File: src/rtl/decode_pkg.sv
// rtl/decode_pkg.sv - op classes, opcodes and decoded record for the RV32I decode stage (DECODE_ILLEGAL_EN adds illegal flag)
package decode_pkg;

  localparam logic [2:0] OPC_NOP    = 3'd0;
  localparam logic [2:0] OPC_ALU    = 3'd1;
  localparam logic [2:0] OPC_BRANCH = 3'd2;
  localparam logic [2:0] OPC_LOAD   = 3'd3;
  localparam logic [2:0] OPC_STORE  = 3'd4;
  localparam logic [2:0] OPC_JAL    = 3'd5;
  localparam logic [2:0] OPC_JALR   = 3'd6;
  localparam logic [2:0] OPC_UPPER  = 3'd7;

  localparam logic [6:0] OP_LUI    = 7'b0110111;
  localparam logic [6:0] OP_AUIPC  = 7'b0010111;
  localparam logic [6:0] OP_JAL    = 7'b1101111;
  localparam logic [6:0] OP_JALR   = 7'b1100111;
  localparam logic [6:0] OP_BRANCH = 7'b1100011;
  localparam logic [6:0] OP_LOAD   = 7'b0000011;
  localparam logic [6:0] OP_STORE  = 7'b0100011;
  localparam logic [6:0] OP_OPIMM  = 7'b0010011;
  localparam logic [6:0] OP_OP     = 7'b0110011;

  localparam logic [6:0] F7_ZERO = 7'b0000000;
  localparam logic [6:0] F7_ALT  = 7'b0100000;

  // Immediate is kept at 32 bits inside the buffers and widened at the output.
  typedef struct packed {
    logic [4:0]  rs1;
    logic [4:0]  rs2;
    logic [4:0]  rd;
    logic [2:0]  op_class;
    logic        use_imm;
    logic [31:0] imm;
    logic        arith_mode;
    logic        logic_alt;
    logic [2:0]  funct3;
    logic        lt;
    logic        invert_comparison;
    logic        unsigned_comparison;
`ifdef DECODE_ILLEGAL_EN
    logic        illegal;
`endif
  } decoded_t;

  typedef enum logic [1:0] {
    ST_EMPTY = 2'd0,
    ST_ONE   = 2'd1,
    ST_FULL  = 2'd2
  } skid_state_e;

endpackage

File: src/rtl/decode_if.sv
// rtl/decode_if.sv - fetch-side and execute-side handshake bundle of the decode stage (DECODE_ILLEGAL_EN adds out_illegal)
interface decode_if #(parameter int WIDTH = 32);

  logic             in_valid;
  logic             in_ready;
  logic [31:0]      in_insn;
  logic [WIDTH-1:0] in_pc;

  logic             out_valid;
  logic             out_ready;
  logic [WIDTH-1:0] out_pc;
  logic [4:0]       out_rs1;
  logic [4:0]       out_rs2;
  logic [4:0]       out_rd;
  logic [2:0]       out_op_class;
  logic             out_use_imm;
  logic [WIDTH-1:0] out_imm;
  logic             out_arith_mode;
  logic             out_logic_alt;
  logic [2:0]       out_funct3;
  logic             out_lt;
  logic             out_invert_comparison;
  logic             out_unsigned_comparison;
`ifdef DECODE_ILLEGAL_EN
  logic             out_illegal;
`endif

  // Decode stage side
  modport slave (
    input  in_valid, in_insn, in_pc, out_ready,
    output in_ready, out_valid, out_pc, out_rs1, out_rs2, out_rd, out_op_class,
           out_use_imm, out_imm, out_arith_mode, out_logic_alt, out_funct3, out_lt,
           out_invert_comparison, out_unsigned_comparison
`ifdef DECODE_ILLEGAL_EN
           , out_illegal
`endif
  );

  // Fetch/execute side
  modport master (
    output in_valid, in_insn, in_pc, out_ready,
    input  in_ready, out_valid, out_pc, out_rs1, out_rs2, out_rd, out_op_class,
           out_use_imm, out_imm, out_arith_mode, out_logic_alt, out_funct3, out_lt,
           out_invert_comparison, out_unsigned_comparison
`ifdef DECODE_ILLEGAL_EN
           , out_illegal
`endif
  );

endinterface

File: src/rtl/decode_logic.sv
// rtl/decode_logic.sv - combinational RV32I instruction to decoded_t translation (DECODE_ILLEGAL_EN flags bad encodings)
module decode_logic
  import decode_pkg::*;
(
  input  logic [31:0] insn_i,
  output decoded_t    dec_o
);

  logic [6:0]  opcode;
  logic [2:0]  f3;
  logic [6:0]  f7;
  logic [31:0] imm_i;
  logic [31:0] imm_s;
  logic [31:0] imm_b;
  logic [31:0] imm_u;
  logic [31:0] imm_j;

  assign opcode = insn_i[6:0];
  assign f3     = insn_i[14:12];
  assign f7     = insn_i[31:25];

  assign imm_i = {{20{insn_i[31]}}, insn_i[31:20]};
  assign imm_s = {{20{insn_i[31]}}, insn_i[31:25], insn_i[11:7]};
  assign imm_b = {{19{insn_i[31]}}, insn_i[31], insn_i[7], insn_i[30:25], insn_i[11:8], 1'b0};
  assign imm_u = {insn_i[31:12], 12'h000};
  assign imm_j = {{11{insn_i[31]}}, insn_i[31], insn_i[19:12], insn_i[20], insn_i[30:21], 1'b0};

  // Classify the opcode and fill control fields; anything not decodable collapses to a NOP record.
  always_comb begin
    logic bad;
    dec_o     = '0;
    bad       = 1'b0;
    dec_o.rs1 = insn_i[19:15];
    dec_o.rs2 = insn_i[24:20];
    dec_o.rd  = insn_i[11:7];
    unique case (opcode)
      OP_OP: begin
        dec_o.op_class   = OPC_ALU;
        dec_o.funct3     = f3;
        dec_o.logic_alt  = insn_i[30];
        dec_o.arith_mode = insn_i[30] && (f3 == 3'b000);
        if (f3 == 3'b010 || f3 == 3'b011) begin
          dec_o.lt                  = 1'b1;
          dec_o.unsigned_comparison = f3[0];
        end
        bad = !((f7 == F7_ZERO) || ((f7 == F7_ALT) && (f3 == 3'b000 || f3 == 3'b101)));
      end
      OP_OPIMM: begin
        dec_o.op_class  = OPC_ALU;
        dec_o.use_imm   = 1'b1;
        dec_o.imm       = imm_i;
        dec_o.funct3    = f3;
        dec_o.logic_alt = insn_i[30] && (f3 == 3'b101);
        if (f3 == 3'b010 || f3 == 3'b011) begin
          dec_o.lt                  = 1'b1;
          dec_o.unsigned_comparison = f3[0];
        end
        if (f3 == 3'b001) bad = (f7 != F7_ZERO);
        if (f3 == 3'b101) bad = !((f7 == F7_ZERO) || (f7 == F7_ALT));
      end
      OP_BRANCH: begin
        dec_o.op_class            = OPC_BRANCH;
        dec_o.rd                  = 5'd0;
        dec_o.imm                 = imm_b;
        dec_o.funct3              = f3;
        dec_o.lt                  = f3[2];
        dec_o.invert_comparison   = f3[0];
        dec_o.unsigned_comparison = f3[1];
      end
      OP_LOAD: begin
        dec_o.op_class = OPC_LOAD;
        dec_o.use_imm  = 1'b1;
        dec_o.imm      = imm_i;
        dec_o.funct3   = f3;
      end
      OP_STORE: begin
        dec_o.op_class = OPC_STORE;
        dec_o.rd       = 5'd0;
        dec_o.use_imm  = 1'b1;
        dec_o.imm      = imm_s;
        dec_o.funct3   = f3;
      end
      OP_JALR: begin
        dec_o.op_class = OPC_JALR;
        dec_o.use_imm  = 1'b1;
        dec_o.imm      = imm_i;
      end
      OP_JAL: begin
        dec_o.op_class = OPC_JAL;
        dec_o.use_imm  = 1'b1;
        dec_o.imm      = imm_j;
      end
      OP_LUI, OP_AUIPC: begin
        dec_o.op_class = OPC_UPPER;
        dec_o.use_imm  = 1'b1;
        dec_o.imm      = imm_u;
      end
      default: bad = 1'b1;
    endcase
    if (bad) begin
      dec_o = '0;
`ifdef DECODE_ILLEGAL_EN
      dec_o.illegal = 1'b1;
`endif
    end
  end

endmodule

File: src/rtl/decode_stage.sv
// rtl/decode_stage.sv - registered decode stage with 2-entry skid buffer (DECODE_ILLEGAL_EN drives out_illegal)
module decode_stage
  import decode_pkg::*;
#(
  parameter int WIDTH = 32
) (
  input  logic      clk,
  input  logic      rst_n,
  input  logic      flush,
  decode_if.slave   bus
);

  skid_state_e      state_q, state_d;
  decoded_t         main_q, main_d;
  decoded_t         skid_q, skid_d;
  logic [WIDTH-1:0] main_pc_q, main_pc_d;
  logic [WIDTH-1:0] skid_pc_q, skid_pc_d;
  decoded_t         dec;
  logic             accept;
  logic             retire;
  logic [WIDTH-1:0] imm_ext;

  decode_logic u_decode_logic (
    .insn_i (bus.in_insn),
    .dec_o  (dec)
  );

  assign bus.in_ready  = (state_q != ST_FULL);
  assign bus.out_valid = (state_q != ST_EMPTY);
  assign accept        = bus.in_valid && bus.in_ready;
  assign retire        = bus.out_valid && bus.out_ready;

  // Skid control: choose next occupancy and which entry loads; flush overrides any handshake.
  always_comb begin
    state_d   = state_q;
    main_d    = main_q;
    skid_d    = skid_q;
    main_pc_d = main_pc_q;
    skid_pc_d = skid_pc_q;
    if (flush) begin
      state_d = ST_EMPTY;
    end else begin
      unique case (state_q)
        ST_EMPTY: begin
          if (accept) begin
            state_d   = ST_ONE;
            main_d    = dec;
            main_pc_d = bus.in_pc;
          end
        end
        ST_ONE: begin
          if (accept && !retire) begin
            state_d   = ST_FULL;
            skid_d    = dec;
            skid_pc_d = bus.in_pc;
          end else if (accept && retire) begin
            main_d    = dec;
            main_pc_d = bus.in_pc;
          end else if (retire) begin
            state_d = ST_EMPTY;
          end
        end
        ST_FULL: begin
          if (retire) begin
            state_d   = ST_ONE;
            main_d    = skid_q;
            main_pc_d = skid_pc_q;
          end
        end
        default: state_d = ST_EMPTY;
      endcase
    end
  end

  // Occupancy state register.
  always_ff @(posedge clk or negedge rst_n) begin
    if (!rst_n) state_q <= ST_EMPTY;
    else        state_q <= state_d;
  end

  // Entry payload registers; cleared on reset so the outputs read zero.
  always_ff @(posedge clk or negedge rst_n) begin
    if (!rst_n) begin
      main_q    <= '0;
      skid_q    <= '0;
      main_pc_q <= '0;
      skid_pc_q <= '0;
    end else begin
      main_q    <= main_d;
      skid_q    <= skid_d;
      main_pc_q <= main_pc_d;
      skid_pc_q <= skid_pc_d;
    end
  end

  // Widen the 32-bit immediate to the datapath width by sign extension.
  always_comb begin
    imm_ext       = {WIDTH{main_q.imm[31]}};
    imm_ext[31:0] = main_q.imm;
  end

  assign bus.out_pc                  = main_pc_q;
  assign bus.out_rs1                 = main_q.rs1;
  assign bus.out_rs2                 = main_q.rs2;
  assign bus.out_rd                  = main_q.rd;
  assign bus.out_op_class            = main_q.op_class;
  assign bus.out_use_imm             = main_q.use_imm;
  assign bus.out_imm                 = imm_ext;
  assign bus.out_arith_mode          = main_q.arith_mode;
  assign bus.out_logic_alt           = main_q.logic_alt;
  assign bus.out_funct3              = main_q.funct3;
  assign bus.out_lt                  = main_q.lt;
  assign bus.out_invert_comparison   = main_q.invert_comparison;
  assign bus.out_unsigned_comparison = main_q.unsigned_comparison;
`ifdef DECODE_ILLEGAL_EN
  assign bus.out_illegal             = main_q.illegal;
`endif

endmodule

File: src/flat_wrapper.sv
// flat-port wrapper written by rule: the top's interface ports become plain ports
module decode_stage_flat import decode_pkg::*;
#(
  parameter int WIDTH = 32
)
  (clk, rst_n, flush, bus_in_valid, bus_in_insn, bus_in_pc, bus_out_ready, bus_in_ready, bus_out_valid, bus_out_pc, bus_out_rs1, bus_out_rs2, bus_out_rd, bus_out_op_class, bus_out_use_imm, bus_out_imm, bus_out_arith_mode, bus_out_logic_alt, bus_out_funct3, bus_out_lt, bus_out_invert_comparison, bus_out_unsigned_comparison);
  decode_if #(.WIDTH(WIDTH)) bus_i ();
  input  logic clk;
  input  logic rst_n;
  input  logic flush;
  input wire logic [$bits(bus_i.in_valid)-1:0] bus_in_valid;
  input wire logic [$bits(bus_i.in_insn)-1:0] bus_in_insn;
  input wire logic [$bits(bus_i.in_pc)-1:0] bus_in_pc;
  input wire logic [$bits(bus_i.out_ready)-1:0] bus_out_ready;
  output wire logic [$bits(bus_i.in_ready)-1:0] bus_in_ready;
  output wire logic [$bits(bus_i.out_valid)-1:0] bus_out_valid;
  output wire logic [$bits(bus_i.out_pc)-1:0] bus_out_pc;
  output wire logic [$bits(bus_i.out_rs1)-1:0] bus_out_rs1;
  output wire logic [$bits(bus_i.out_rs2)-1:0] bus_out_rs2;
  output wire logic [$bits(bus_i.out_rd)-1:0] bus_out_rd;
  output wire logic [$bits(bus_i.out_op_class)-1:0] bus_out_op_class;
  output wire logic [$bits(bus_i.out_use_imm)-1:0] bus_out_use_imm;
  output wire logic [$bits(bus_i.out_imm)-1:0] bus_out_imm;
  output wire logic [$bits(bus_i.out_arith_mode)-1:0] bus_out_arith_mode;
  output wire logic [$bits(bus_i.out_logic_alt)-1:0] bus_out_logic_alt;
  output wire logic [$bits(bus_i.out_funct3)-1:0] bus_out_funct3;
  output wire logic [$bits(bus_i.out_lt)-1:0] bus_out_lt;
  output wire logic [$bits(bus_i.out_invert_comparison)-1:0] bus_out_invert_comparison;
  output wire logic [$bits(bus_i.out_unsigned_comparison)-1:0] bus_out_unsigned_comparison;
  assign bus_i.in_valid = bus_in_valid;
  assign bus_i.in_insn = bus_in_insn;
  assign bus_i.in_pc = bus_in_pc;
  assign bus_i.out_ready = bus_out_ready;
  assign bus_in_ready = bus_i.in_ready;
  assign bus_out_valid = bus_i.out_valid;
  assign bus_out_pc = bus_i.out_pc;
  assign bus_out_rs1 = bus_i.out_rs1;
  assign bus_out_rs2 = bus_i.out_rs2;
  assign bus_out_rd = bus_i.out_rd;
  assign bus_out_op_class = bus_i.out_op_class;
  assign bus_out_use_imm = bus_i.out_use_imm;
  assign bus_out_imm = bus_i.out_imm;
  assign bus_out_arith_mode = bus_i.out_arith_mode;
  assign bus_out_logic_alt = bus_i.out_logic_alt;
  assign bus_out_funct3 = bus_i.out_funct3;
  assign bus_out_lt = bus_i.out_lt;
  assign bus_out_invert_comparison = bus_i.out_invert_comparison;
  assign bus_out_unsigned_comparison = bus_i.out_unsigned_comparison;
  decode_stage #(.WIDTH(WIDTH)) u_core (.clk(clk), .rst_n(rst_n), .flush(flush), .bus(bus_i));
endmodule
File: config.mk
export PLATFORM = sky130hd
export DESIGN_NAME = decode_stage_flat
export DESIGN_NICKNAME = d
export VERILOG_FILES = /design/src/rtl/decode_pkg.sv /design/src/rtl/decode_if.sv /design/src/rtl/decode_logic.sv /design/src/rtl/decode_stage.sv /design/src/flat_wrapper.sv
export SDC_FILE = /design/constraint.sdc
export NUM_CORES = 1
export LEC_CHECK = 0
export BUFFER_PORTS_ARGS = -buffer_cell sky130_fd_sc_hd__buf_2
export CORE_MARGIN = 2
export CORE_UTILIZATION = 50
export DETAILED_ROUTE_END_ITERATION = 10
export MAX_ROUTING_LAYER = met4
export PLACE_DENSITY = 0.76
export SYNTH_ARGS = -nofsm -noshare
export SYNTH_HDL_FRONTEND = slang
export SYNTH_SLANG_ARGS = --single-unit
File: constraint.sdc
create_clock -name clk -period 1.95 [get_ports clk]
set_input_delay 0.195 -clock clk [delete_from_list [all_inputs] [get_ports clk]]
set_output_delay 0.195 -clock clk [all_outputs]
set_load 0.02 [all_outputs]
==> impl_results.md <==
- Status: finished clean
- Worst Path Arrival: 1.66 ns
- Synthesis Warnings: 0
- Clock Latency Late Sink: 0.43 ns
- Setup TNS: 0 ns
- DR iter-0 viols: 543
- I/O pin count: 162
- Share of cells above drive strength 1: 0.2963
- EDFF count, synth: 0
- CP max FO: 19
- Remaining global-route overflow: 0
- Root Driver: clkbuf_16
- Area of the mapped netlist: 8371 um^2
- Seq/Total Area, Yosys: 0.5501
- WL per Instance: 18.29 um
- Total GRT Usage: 0.2795
- Synth area leaders: dfrtp_1 (55%), a21oi_1 (5.9%), nand2_1 (5.9%), nor2_1 (4.7%), mux2_2 (4.4%)
- Chip width: 133.4 um
- Vias in the first global route: 7241
- Hold endpoint: u_core.skid_pc_q[21]$_DFFE_PN0P_
- Final Non-Filler Cells: 1283
- Ant diodes: 0
- Area Growth Syn to Fin: 27.62%
- Final hold vios: 0
- Synth cell types: 52
- Detailed Route WL: 23460 um
- Vias: 7474
- Synth Instances: 850
- Multi-input gate area: 3480 um^2
- Drt pass-1 iters: 5
- RSZ-0062 raised after global routing: false
- Global-route wire length before repair: 38090 um
- #FFs+latches synth: 184
- Period utilization: 0.9499
- Final Skew: 0.009916 ns
- Core Rows: 47
- Pwr per Cell Area: 930.1 nW/um^2
- Clock transition at path regs: 0.07 ns
- Placed cell count: 1232
- Fillers: 1374
- Maxcap violations: 0
- Leakage: 4.833 nW
- Syn_nets: 919
- Area post-placement: 9857 um^2
- Hold WC Path Type: in -> reg
- Fin crit period: 1.852 ns
- Post-layout nets: 1120
- Worst reg-to-reg path cell count: 6
- Critical Path End Type: output pin
- Maximum vdd drop: 0.7902 mV
- Die H: 133.4 um
- Yosys top cell area share: 0.5501
- Max clock buf depth: 2
- Post-DR vias/cell: 5.825
- Routability cong.: 0.9171
- Finish-stage setup viols: 0
- Reg2reg end: u_core.bus.out_imm[6]$_DFFE_PN0P_
- IO buf count: 161
- TritonCTS clock tree: done
- Reg2reg setup slack: 0.15 ns
- CP Class: reg -> out
- Worst rel slew slack: 0.4678
- TritonCTS Sinks: 184
- Cts bufs inserted: 17
- H-tree levels: 4
- Final HPWL DP: 15670 um
- Antenna violations before repair: 0
- Worst hold margin: 0.01424 ns
- Synth area leader: dfrtp_1
- ANT nets after route: 0
- Initial Utilization: 0.5084
- WP data required: 1.75 ns
- Worst Min Path Start: bus_in_pc[21]
- Hold path cells: 2
- Largest net degree at the start of global routing: 66
- Sequential cell area: 4604 um^2
- Die area: 17790 um^2
- Slew @ Worst Pin: 0.7940 ns
- Main flop type after synthesis: dfrtp_1
- Final instance area: 10680 um^2
- Mean Syn Cell Area: 9.848 um^2
- DRC viols: 0
- Fmax: 539.9 MHz
- Synth async-reset ratio: 1.000
- Count of final max-slew check failures: 0
- Reg-to-reg critical path startpoint: u_core.state_q[1]$_DFFE_PN0P_
- Core Region: 16470 um^2
- Startpoint Class: register
logic make-up (layout without fill, tap and decap cells):
logic type | Yosys count | after routing | synth area share
muxes | 36 | 36 | 0.04798
and+or+nand+nor | 294 | 294 | 0.1581
DFF | 184 | 184 | 0.5501
buffers and inverters | 73 | 286 | 0.03886
AOI/OAI and AO/OA | 263 | 263 | 0.2049
registers in the layout (all words and copies together) (netlist names), 2 cells and up:
signal and count:
u_core.bus.out_pc 32, u_core.bus.out_op_class 3, u_core.bus.out_rd 5, u_core.bus.out_rs1 5
u_core.bus.out_funct3 3, u_core.skid_q 59, u_core.state_q 2, u_core.skid_pc_q 32
u_core.bus.out_imm 32, u_core.bus.out_rs2 5
layer usage:
metal | GRT usage | part of all wire | vias to the layer above
li1 | - | - | 3444
met1 | 0.3790 | 0.43 | 3665
met2 | 0.4253 | 0.47 | 327
met3 | 0.06621 | 0.083 | 38
met4 | 0.07801 | 0.017 | 0
met5 | - | 0 | -
final cells by class:
type / count / share of cell area
Tap cell: 220 / 0.02577
Multi-Input combinational cell: 593 / 0.3257
Clock buffer: 18 / 0.04017
Sequential cell: 184 / 0.4310
Timing Repair Buffer: 251 / 0.1654
Inverter: 4 / 0.002108
Clock inverter: 13 / 0.009838
cell usage after synthesis (8+ instances only):
| cell | count |
|---|---|
| a22o_1 | 23 |
| o21ai_0 | 12 |
| o31a_1 | 10 |
| nand4_1 | 15 |
| o22ai_1 | 26 |
| a22oi_1 | 12 |
| a31oi_1 | 33 |
| mux2_2 | 33 |
| nor2_1 | 104 |
| dfrtp_1 | 184 |
| nand2_1 | 132 |
| o31ai_1 | 29 |
| clkbuf_1 | 54 |
| buf_2 | 8 |
| a21oi_1 | 99 |
worst max path at each step:
stage                                        from                                 end  slack, ns  cells after the start
global route        u_core.state_q[1]$_DFFE_PN0P_                        bus_in_ready       0.03                      5
CTS                 u_core.state_q[1]$_DFFE_PN0P_    u_core.skid_pc_q[27]$_DFFE_PN0P_     0.0006                      5
floorplan           u_core.state_q[1]$_DFFE_PN0P_  u_core.bus.out_imm[10]$_DFFE_PN0P_       0.06                      7
global placement                   bus_in_insn[4]       u_core.skid_q[35]$_DFFE_PN0P_      -0.24                      6
finish              u_core.state_q[1]$_DFFE_PN0P_                        bus_in_ready        0.1                      5
detailed placement                 bus_in_insn[4]       u_core.skid_q[33]$_DFFE_PN0P_      -0.40                      6
per-stage QoR:
| step | total power, mW | utilization | setup WS (ns) |
|---|---|---|---|
| after floorplan | 5.895 | - | 0.05821 |
| after global placement | 6.730 | 0.5986 | -0.2433 |
| after detailed placement | 6.785 | 0.5986 | -0.3950 |
| after CTS | 9.990 | 0.6451 | 0.0006193 |
| after global routing | 10.40 | 0.6488 | 0.02578 |
| final | 9.936 | 0.6488 | 0.09775 |
cells in the final DEF, fill, tap and decap left out, types with 4 or more instances in the layout:
cell,Yosys,routed
dfrtp_1,184,184
buf_2,8,160
nand2_1,132,132
nor2_1,104,104
a21oi_1,99,98
buf_4,1,58
a31oi_1,33,33
mux2_2,33,33
o31ai_1,29,29
o22ai_1,26,26
a22o_1,23,23
clkbuf_16,0,17
nand4_1,15,15
buf_12,0,15
dlygate4sd3_1,0,14
a22oi_1,12,12
o21ai_0,12,11
o31a_1,10,10
clkinvlp_4,0,7
nor2b_1,6,4
nor3b_1,4,4
or3_1,4,4
power breakdown:
group	leakage [nW]	total [mW]	internal, mW	switching, mW
registers	2.30	4.67	4.37	0.300
clock network	0.239	3.17	1.63	1.54
logic	2.29	2.10	0.836	1.26
total	4.83	9.94	6.84	3.10
timing repair:
item	4_1_cts	5_1_grt
endpoints found under the hold margin	66	0
setup endpoints to repair	1	65
setup buffers	1	3
gates resized for setup	3	3
pin swaps	1	0
cloned	2	0
hold buffers	14	0
critical path, stage by stage (launching register included):
cell	delay (ns)
dfrtp_1	0.42
nor2b_4	0.16
buf_12	0.16
inv_8	0.14
buf_12	0.17
buf_2	0.17
Power figures use the tool's default switching activity.
